File: config.mk
export PLATFORM = sky130hd
export DESIGN_NAME = systolic_job_ctrl
export DESIGN_NICKNAME = d
export VERILOG_FILES = /design/src/rtl/systolic_pkg.sv /design/src/rtl/systolic_watchdog.sv /design/src/rtl/systolic_job_ctrl.sv
export SDC_FILE = /design/constraint.sdc
export NUM_CORES = 1
export LEC_CHECK = 0
export CORE_MARGIN = 10
export CORE_UTILIZATION = 40
export CTS_CLUSTER_DIAMETER = 60
export DETAILED_ROUTE_END_ITERATION = 7
export PLACE_DENSITY = 0.68
export SLEW_MARGIN = 25
export SYNTH_ARGS = -nofsm -noshare
export SYNTH_HDL_FRONTEND = slang
export SYNTH_SLANG_ARGS = --single-unit
File: constraint.sdc
create_clock -name clk_i -period 7.3 [get_ports clk_i]
set_input_delay 1.095 -clock clk_i [delete_from_list [all_inputs] [get_ports clk_i]]
set_output_delay 1.095 -clock clk_i [all_outputs]
set_load 0.05 [all_outputs]
File: src/rtl/systolic_pkg.sv
// Shared types and constants for the systolic array job controller.
//   ctrl_state_e : controller FSM state (binary encoded)
//   JOB_COUNT_W  : width of the successful-job counter
//   cnt_width()  : counter width able to index n values (minimum 1 bit)
package systolic_pkg;

    localparam int unsigned JOB_COUNT_W = 16;

    typedef enum logic [2:0] {
        IDLE    = 3'd0,
        CLEAR   = 3'd1,
        LOAD_N  = 3'd2,
        LOAD_W  = 3'd3,
        START   = 3'd4,
        COMPUTE = 3'd5,
        DRAIN   = 3'd6,
        DONE    = 3'd7
    } ctrl_state_e;

    function automatic int unsigned cnt_width(input int unsigned n);
        return (n > 1) ? 32'($clog2(n)) : 32'd1;
    endfunction

endpackage

File: src/rtl/systolic_watchdog.sv
// Cycle watchdog for the compute and drain phases.
//   clk, rst : clock, asynchronous active-high reset
//   clear    : zero the count (held while the job is being started)
//   enable   : count this cycle
//   limit    : number of enabled cycles allowed
//   expired  : high in the last allowed enabled cycle
module systolic_watchdog #(
    parameter int unsigned WIDTH = 13
) (
    input  logic             clk,
    input  logic             rst,
    input  logic             clear,
    input  logic             enable,
    input  logic [WIDTH-1:0] limit,
    output logic             expired
);

    localparam int unsigned EW = WIDTH + 1;

    logic [WIDTH-1:0] count;

    // Saturating cycle counter
    always_ff @(posedge clk or posedge rst) begin
        if (rst) begin
            count <= '0;
        end else if (clear) begin
            count <= '0;
        end else if (enable && (count != '1)) begin
            count <= count + WIDTH'(1);
        end
    end

    // Flag the cycle that would bring the count up to the limit
    assign expired = enable && ((EW'(count) + EW'(1)) >= EW'(limit));

endmodule

File: src/rtl/systolic_job_ctrl.sv
// Job controller for an N x N systolic array: clears the operand queues,
// streams N*N North words then N*N West words, pulses start, waits for
// completion and a fresh drain edge, and reports done/error per job.
//   clk_i, rst_i                 : clock, asynchronous active-high reset
//   job_valid_i / job_ready_o    : job request handshake
//   abort_i                      : cancel the job in flight
//   load_valid_i/_data_i/_ready_o: operand word stream
//   north_write_*, west_write_*  : queue write strobe, data, pointer reset
//   start_matrix_mult_o          : array start pulse
//   matrix_mult_complete_i       : array done level
//   accumulator_drain_complete_i : drain done level
//   busy_o, job_done_o, job_error_o, job_count_o : status
module systolic_job_ctrl
    import systolic_pkg::*;
#(
    parameter int unsigned N              = 8,
    parameter int unsigned DATA_WIDTH     = 32,
    parameter int unsigned TIMEOUT_CYCLES = 4096
) (
    input  logic                   clk_i,
    input  logic                   rst_i,
    input  logic                   job_valid_i,
    output logic                   job_ready_o,
    input  logic                   abort_i,
    input  logic                   load_valid_i,
    input  logic [DATA_WIDTH-1:0]  load_data_i,
    output logic                   load_ready_o,
    output logic                   north_write_enable_o,
    output logic [DATA_WIDTH-1:0]  north_write_data_o,
    output logic                   north_write_reset_o,
    output logic                   west_write_enable_o,
    output logic [DATA_WIDTH-1:0]  west_write_data_o,
    output logic                   west_write_reset_o,
    output logic                   start_matrix_mult_o,
    input  logic                   matrix_mult_complete_i,
    input  logic                   accumulator_drain_complete_i,
    output logic                   busy_o,
    output logic                   job_done_o,
    output logic                   job_error_o,
    output logic [JOB_COUNT_W-1:0] job_count_o
);

    localparam int unsigned WORDS  = N * N;
    localparam int unsigned WCNT_W = cnt_width(WORDS);
    localparam int unsigned WD_W   = cnt_width(TIMEOUT_CYCLES + 1);
    localparam logic [WCNT_W-1:0] LAST_WORD = WCNT_W'(WORDS - 1);

    ctrl_state_e       state;
    ctrl_state_e       next_state;
    logic [WCNT_W-1:0] word_cnt;
    logic              drain_prev;

    logic load_phase, accept, last_word, abort_hit, drain_edge;
    logic wd_clear, wd_enable, wd_expired, timeout_hit;
    logic north_we_d, west_we_d, wreset_d, start_d, done_d, error_d;

    // Decoded handshake/status outputs
    assign load_phase   = (state == LOAD_N) || (state == LOAD_W);
    assign load_ready_o = load_phase && !abort_i;
    assign job_ready_o  = (state == IDLE);
    assign busy_o       = (state != IDLE);

    assign accept     = load_valid_i && load_ready_o;
    assign last_word  = (word_cnt == LAST_WORD);
    assign abort_hit  = abort_i && (state != IDLE) && (state != DONE);
    // A level left high by the previous job must not end this one
    assign drain_edge = accumulator_drain_complete_i && !drain_prev;

    systolic_watchdog #(
        .WIDTH(WD_W)
    ) u_watchdog (
        .clk    (clk_i),
        .rst    (rst_i),
        .clear  (wd_clear),
        .enable (wd_enable),
        .limit  (WD_W'(TIMEOUT_CYCLES)),
        .expired(wd_expired)
    );

    // State register
    always_ff @(posedge clk_i or posedge rst_i) begin
        if (rst_i) begin
            state <= IDLE;
        end else begin
            state <= next_state;
        end
    end

    // Next state; completion is checked before the watchdog so a tie succeeds
    always_comb begin
        next_state  = state;
        timeout_hit = 1'b0;
        if (abort_hit) begin
            next_state = IDLE;
        end else begin
            case (state)
                IDLE:    if (job_valid_i) next_state = CLEAR;
                CLEAR:   next_state = LOAD_N;
                LOAD_N:  if (accept && last_word) next_state = LOAD_W;
                LOAD_W:  if (accept && last_word) next_state = START;
                START:   next_state = COMPUTE;
                COMPUTE: begin
                    if (matrix_mult_complete_i) begin
                        next_state = DRAIN;
                    end else if (wd_expired) begin
                        next_state  = DONE;
                        timeout_hit = 1'b1;
                    end
                end
                DRAIN: begin
                    if (drain_edge) begin
                        next_state = DONE;
                    end else if (wd_expired) begin
                        next_state  = DONE;
                        timeout_hit = 1'b1;
                    end
                end
                DONE:    next_state = IDLE;
                default: next_state = IDLE;
            endcase
        end
    end

    // Next values of the registered outputs
    always_comb begin
        north_we_d = accept && (state == LOAD_N);
        west_we_d  = accept && (state == LOAD_W);
        wreset_d   = abort_hit || (next_state == CLEAR);
        start_d    = (state == START) && !abort_i;
        done_d     = (next_state == DONE);
        error_d    = timeout_hit;
        wd_clear   = (state == START);
        wd_enable  = (state == COMPUTE) || (state == DRAIN);
    end

    // Registered outputs and datapath
    always_ff @(posedge clk_i or posedge rst_i) begin
        if (rst_i) begin
            north_write_enable_o <= 1'b0;
            north_write_data_o   <= '0;
            north_write_reset_o  <= 1'b0;
            west_write_enable_o  <= 1'b0;
            west_write_data_o    <= '0;
            west_write_reset_o   <= 1'b0;
            start_matrix_mult_o  <= 1'b0;
            job_done_o           <= 1'b0;
            job_error_o          <= 1'b0;
            job_count_o          <= '0;
            word_cnt             <= '0;
            drain_prev           <= 1'b0;
        end else begin
            north_write_enable_o <= north_we_d;
            west_write_enable_o  <= west_we_d;
            if (north_we_d) north_write_data_o <= load_data_i;
            if (west_we_d)  west_write_data_o  <= load_data_i;
            north_write_reset_o  <= wreset_d;
            west_write_reset_o   <= wreset_d;
            start_matrix_mult_o  <= start_d;
            job_done_o           <= done_d;
            job_error_o          <= error_d;
            if (done_d && !error_d) job_count_o <= job_count_o + JOB_COUNT_W'(1);
            if (next_state != state) begin
                word_cnt <= '0;
            end else if (accept) begin
                word_cnt <= word_cnt + WCNT_W'(1);
            end
            drain_prev <= accumulator_drain_complete_i;
        end
    end

endmodule

==> After elaboration in Yosys (flattened, before gate mapping) <==
Cells that the tools add are included.
{ "totals": {"word_cells": 70, "regBits": 109, "input_bits": 39, "out_inout_bits": 90} }
{ "classes": {"eq_ne": 13, "magnitude_cmp": 1, "reduce_logical": 22, "mux": 17, "n_addsub": 4} }
{ "op_table": {"columns": ["op", "n"], "rows": [
  ["$mux 13", 2],
  ["$pmux 3 s8", 1],
  ["$mux 3", 7],
  ["$add 16x1->16 const B", 1],
  ["$eq 3x3->1 const B", 5],
  ["$add 13x1->14 const B", 1],
  ["$ge 14x13->1 const B", 1],
  ["$add 13x1->13 const B", 1],
  ["$ne 13x13->1 const B", 1],
  ["$logic_and 1x1->1", 12],
  ["$mux 6", 2],
  ["$add 6x1->6 const B", 1],
  ["$eq 3x1->1 const B", 2],
  ["$eq 3x2->1 const B", 2],
  ["$eq 6x6->1 const B", 1],
  ["$mux 1", 4],
  ["$reduce_bool 2->1", 2],
  ["$logic_not 1->1", 3],
  ["$logic_not 3->1", 1],
  ["$logic_or 1x1->1", 3],
  ["$ne 3x3->1", 1],
  ["$ne 3x3->1 const B", 1],
  ["$reduce_bool 3->1", 1],
  ["$pmux 1 s2", 1]
]} }

==> Depth between registers and ports, before layout <==
{ "depth": {"word_depth": 10, "ltp_mapped": 9, "mapped_depth_nobuf": 7} }

==> Hierarchy <==
A second synthesis with hierarchy kept.
{ "unflattened": {"hier_cells": 506, "area_unflattened_um2": 5331.4} }
{ "modules_own_cells": {"columns": ["module", "n_inst", "area_per_inst_um2", "cells_per_inst", "seq_area_each_um2"], "rows": [
  ["systolic_job_ctrl", 1, 4136.5, 372, 2402.3],
  ["systolic_watchdog", 1, 1194.9, 134, 325.3]
]} }

==> Least setup slack after synthesis <==
Ideal clock, no wire load.
{ "synth_timing": {"path_kind": "input -> output", "startpoint": "input port abort_i", "endpoint": "output port load_ready_o", "setup_slack_ns": 3.946, "path_buffers": 1, "t_required_ns": 6.205, "t_arrival_ns": 2.259, "path_stages": 2, "path_cell_list": "buf_6 nor3_1"} }
{ "synth_via": {"elab_chain_cells": 2} }
{ "synth_lines": {"columns": ["item", "line", "rtl"], "rows": [
  ["from (decl)", "systolic_job_ctrl.sv:24", "input logic abort_i,"],
  ["$logic_not 1->1", "systolic_job_ctrl.sv:59", "assign load_ready_o = load_phase && !abort_i;"],
  ["$logic_and 1x1->1", "systolic_job_ctrl.sv:59", null],
  ["to (decl)", "systolic_job_ctrl.sv:27", "output logic load_ready_o,"]
]} }
Every way passes these cells.

==> Worst setup path in the final report <==
Same ends and word-level chain as after synthesis.

==> impl_results.md <==
* Fin Clk Skew at 0.00775 ns
* Crit path capture type: output pin
* Core Region at 12,000 um2
* Synth Cell Area at around 4900 um2
* Yosys warnings at 0
* CP arrival at 2.74 ns
* I/O pin cnt at ~130
* Worst hold slack at 0.471 ns
* Outcome: completed
* Largest net degree at the start of global routing at 70
* Slowest CP cell: clkdlybuf4s50_1
* # Post-CTS Setup Buffers at 0
* Worst Path Max Fanout at 10
* Register area share after synthesis at 0.559
* DR vias at approximately 3,700
* Slew @ Worst Pin at around 1 ns
* DP HPWL at roughly 8600 um
* Row Count at 40
* Number of synthesized flops with an enable pin at 0
* DRC at 0
* Vias in the first global route at about 3,900
* Global-route wire length before repair at just under 20,000 um
* Final setup viols at 0
* CTS max path bufs at 2
* NumNets Final at 611
* Mean Syn Cell Area at 10.9 um2
* Global route overflow at 0
* RR Startpoint: state[1]$_DFF_PP0_
* Setup ws final at approximately 3.5 ns
* Hold_sp: job_count_o[15]$_DFFE_PP0P_
* Crit path cell chain: clkdlybuf4s50_1 -> nor3_1 -> clkdlybuf4s50_1
* Top cell by count, worst path: clkdlybuf4s50_1
* Dominant cells by area after synthesis: dfrtp_1, nand2_1, mux2_2
* Post-CTS Hold Buffers at 0
* Drt pass-1 iters at 5
* Die area at 17,000 um2
* Initial DRC count at 296
* Finished Cell Area at between 6000 and 7000 um2
* Clk pin slew, worst setup/hold paths at around 0.070 ns
* Routed Antenna Nets at 0
* Final core utilization at 0.547
* H-tree Lvls at 3
* Placed Cells at 705
* Max_slew headroom at 0.334
* Clock Latency Late Sink at 0.35 ns
* Post-synth top flop: dfrtp_1
* Fin. Hold Viols at 0
* Critical Path Start: abort_i
* F_max at approximately 0.26 GHz
* Cell with the most instances after synthesis: nand2_1
* Max Cap Viol at 0
* Power Total at between 2 and 2.5 mW
* GRT Overall Usage at 0.146
* Critical Path Start Type: input port
* Ant. Diodes at 0
* Initial antenna violation count at 1
* Port buffer count at roughly 130
* VDD IR max at 0.222 mV
* Synthesized flop and latch total at around 110
* Area growth, synth to finish at 34.2%
* Syn Nets at about 490
* Async SR Flop Fraction at 1.00
* P_leak at about 3.0 nW
* Final wirelength at around 12,000 um
* Cts bufs inserted at 9
* Final GP Congestion at ~0.85
* Via density at between 5 and 6
* Fin cells at 720
* Yosys cell types at 53
* HP Class: flop to flop
* Pre-CTS WS at around 3.4 ns
* Critical path type: input port to output pin
* Die Span X at around 130 um
* Yosys top cell by area: dfrtp_1
* Slew Limit Fails at 0
* Min Tclk post-route at between 3 and 4 ns
* Worst EP required at between 6 and 7 ns
* Filler cells at between 1,000 and 1,500
* Final Cycle Share at 0.525
* Starting Density at 0.408
* Cell area after placement at 6250 um2
* Synth top cells by count: nand2_1, dfrtp_1, mux2_2
* Root Buffer: clkbuf_16
* Die height at about 130 um
* Sink Count at between 100 and 150
* Post-synth top area share at 0.559
* Syn Inst Count at ~450
* Final setup TNS at 0 ns
* TritonCTS clock tree: built
* CP peak stage delay at roughly 0.84 ns
* DR WL/cell at around 17 um
* RSZ-0062 raised after global routing: no
* Pwr dens at roughly 320 nW/um2
* Post-CTS sizing at 0
* Share of cells above drive strength 1 at 0.129
metal layers:
| layer | vias up | routed length, um | global-route usage |
|---|---|---|---|
| met4 | 2 | 95 | 0.0373 |
| li1 | 1756 | - | - |
| met2 | 109 | 5640 | 0.229 |
| met3 | 10 | 1690 | 0.103 |
| met1 | 1782 | 4500 | 0.156 |
| met5 | - | 13 | 0 |
layout make-up:
class                           instances  area [um2]  share of cell area
Multi-Input combinational cell        307        1980               0.303
Clock inverter                          5        68.8              0.0105
Timing Repair Buffer                  132        1310               0.200
Tap cell                              147         184              0.0281
Clock buffer                           10         229              0.0350
Sequential cell                       109        2730               0.417
Inverter                               10        40.0             0.00612
cell families after synthesis:
kind of cell	share of synthesized area
AOI/OAI and AO/OA	0.0554
xor gates and xnor gates	0.0557
adders and majority gates	0.00770
buffers and inverters	0.0354
DFF	0.559
muxes	0.0782
and+or+nand+nor	0.208
worst max-delay path: cells and delay by family:
kind / cells / cell delay (ns)
buf+inv: 2 / 1.42
simple gates: 1 / 0.22
final timing paths:
check	end	slack [ns]	depth (start not counted)
min in group asynchronous	job_count_o[15]$_DFFE_PP0P_	1.13	2
min reg2reg	job_count_o[15]$_DFFE_PP0P_	0.47	1
max	load_ready_o	3.47	3
max in group asynchronous	west_write_data_o[7]$_DFFE_PP0P_	4.96	3
min	job_count_o[15]$_DFFE_PP0P_	0.47	1
max reg2reg	north_write_data_o[11]$_DFFE_PP0P_	4.54	6
sequential cells by signal (all words and copies together), names as in the netlist, 3 cells and up:
signal	flops
state	3
u_watchdog.count	13
west_write_data_o	32
job_count_o	16
north_write_data_o	32
word_cnt	6
cells in the final DEF (no fill, tap or decap), types with 2 or more instances in the layout:
master,count
xor2_1,27
nand4_1,7
o21ai_0,7
nor3b_1,2
nor2_1,26
ha_1,3
nor4_1,6
nand2_1,115
buf_4,4
nor4b_1,3
and4_1,4
a311oi_1,2
nor3_1,3
a21oi_1,7
inv_8,2
and3_1,7
clkbuf_16,9
nor2b_1,4
inv_1,7
a31oi_1,2
nor4_2,7
dfrtp_1,109
xnor2_1,4
clkdlybuf4s50_1,128
nand3_1,12
mux2_2,33
where the power goes:
group | internal, mW | switching (mW)
sequential | 0.702 | 0.0711
clock | 0.270 | 0.225
combinational | 0.274 | 0.552
total | 1.25 | 0.848
Power figures use the tool's default switching activity.
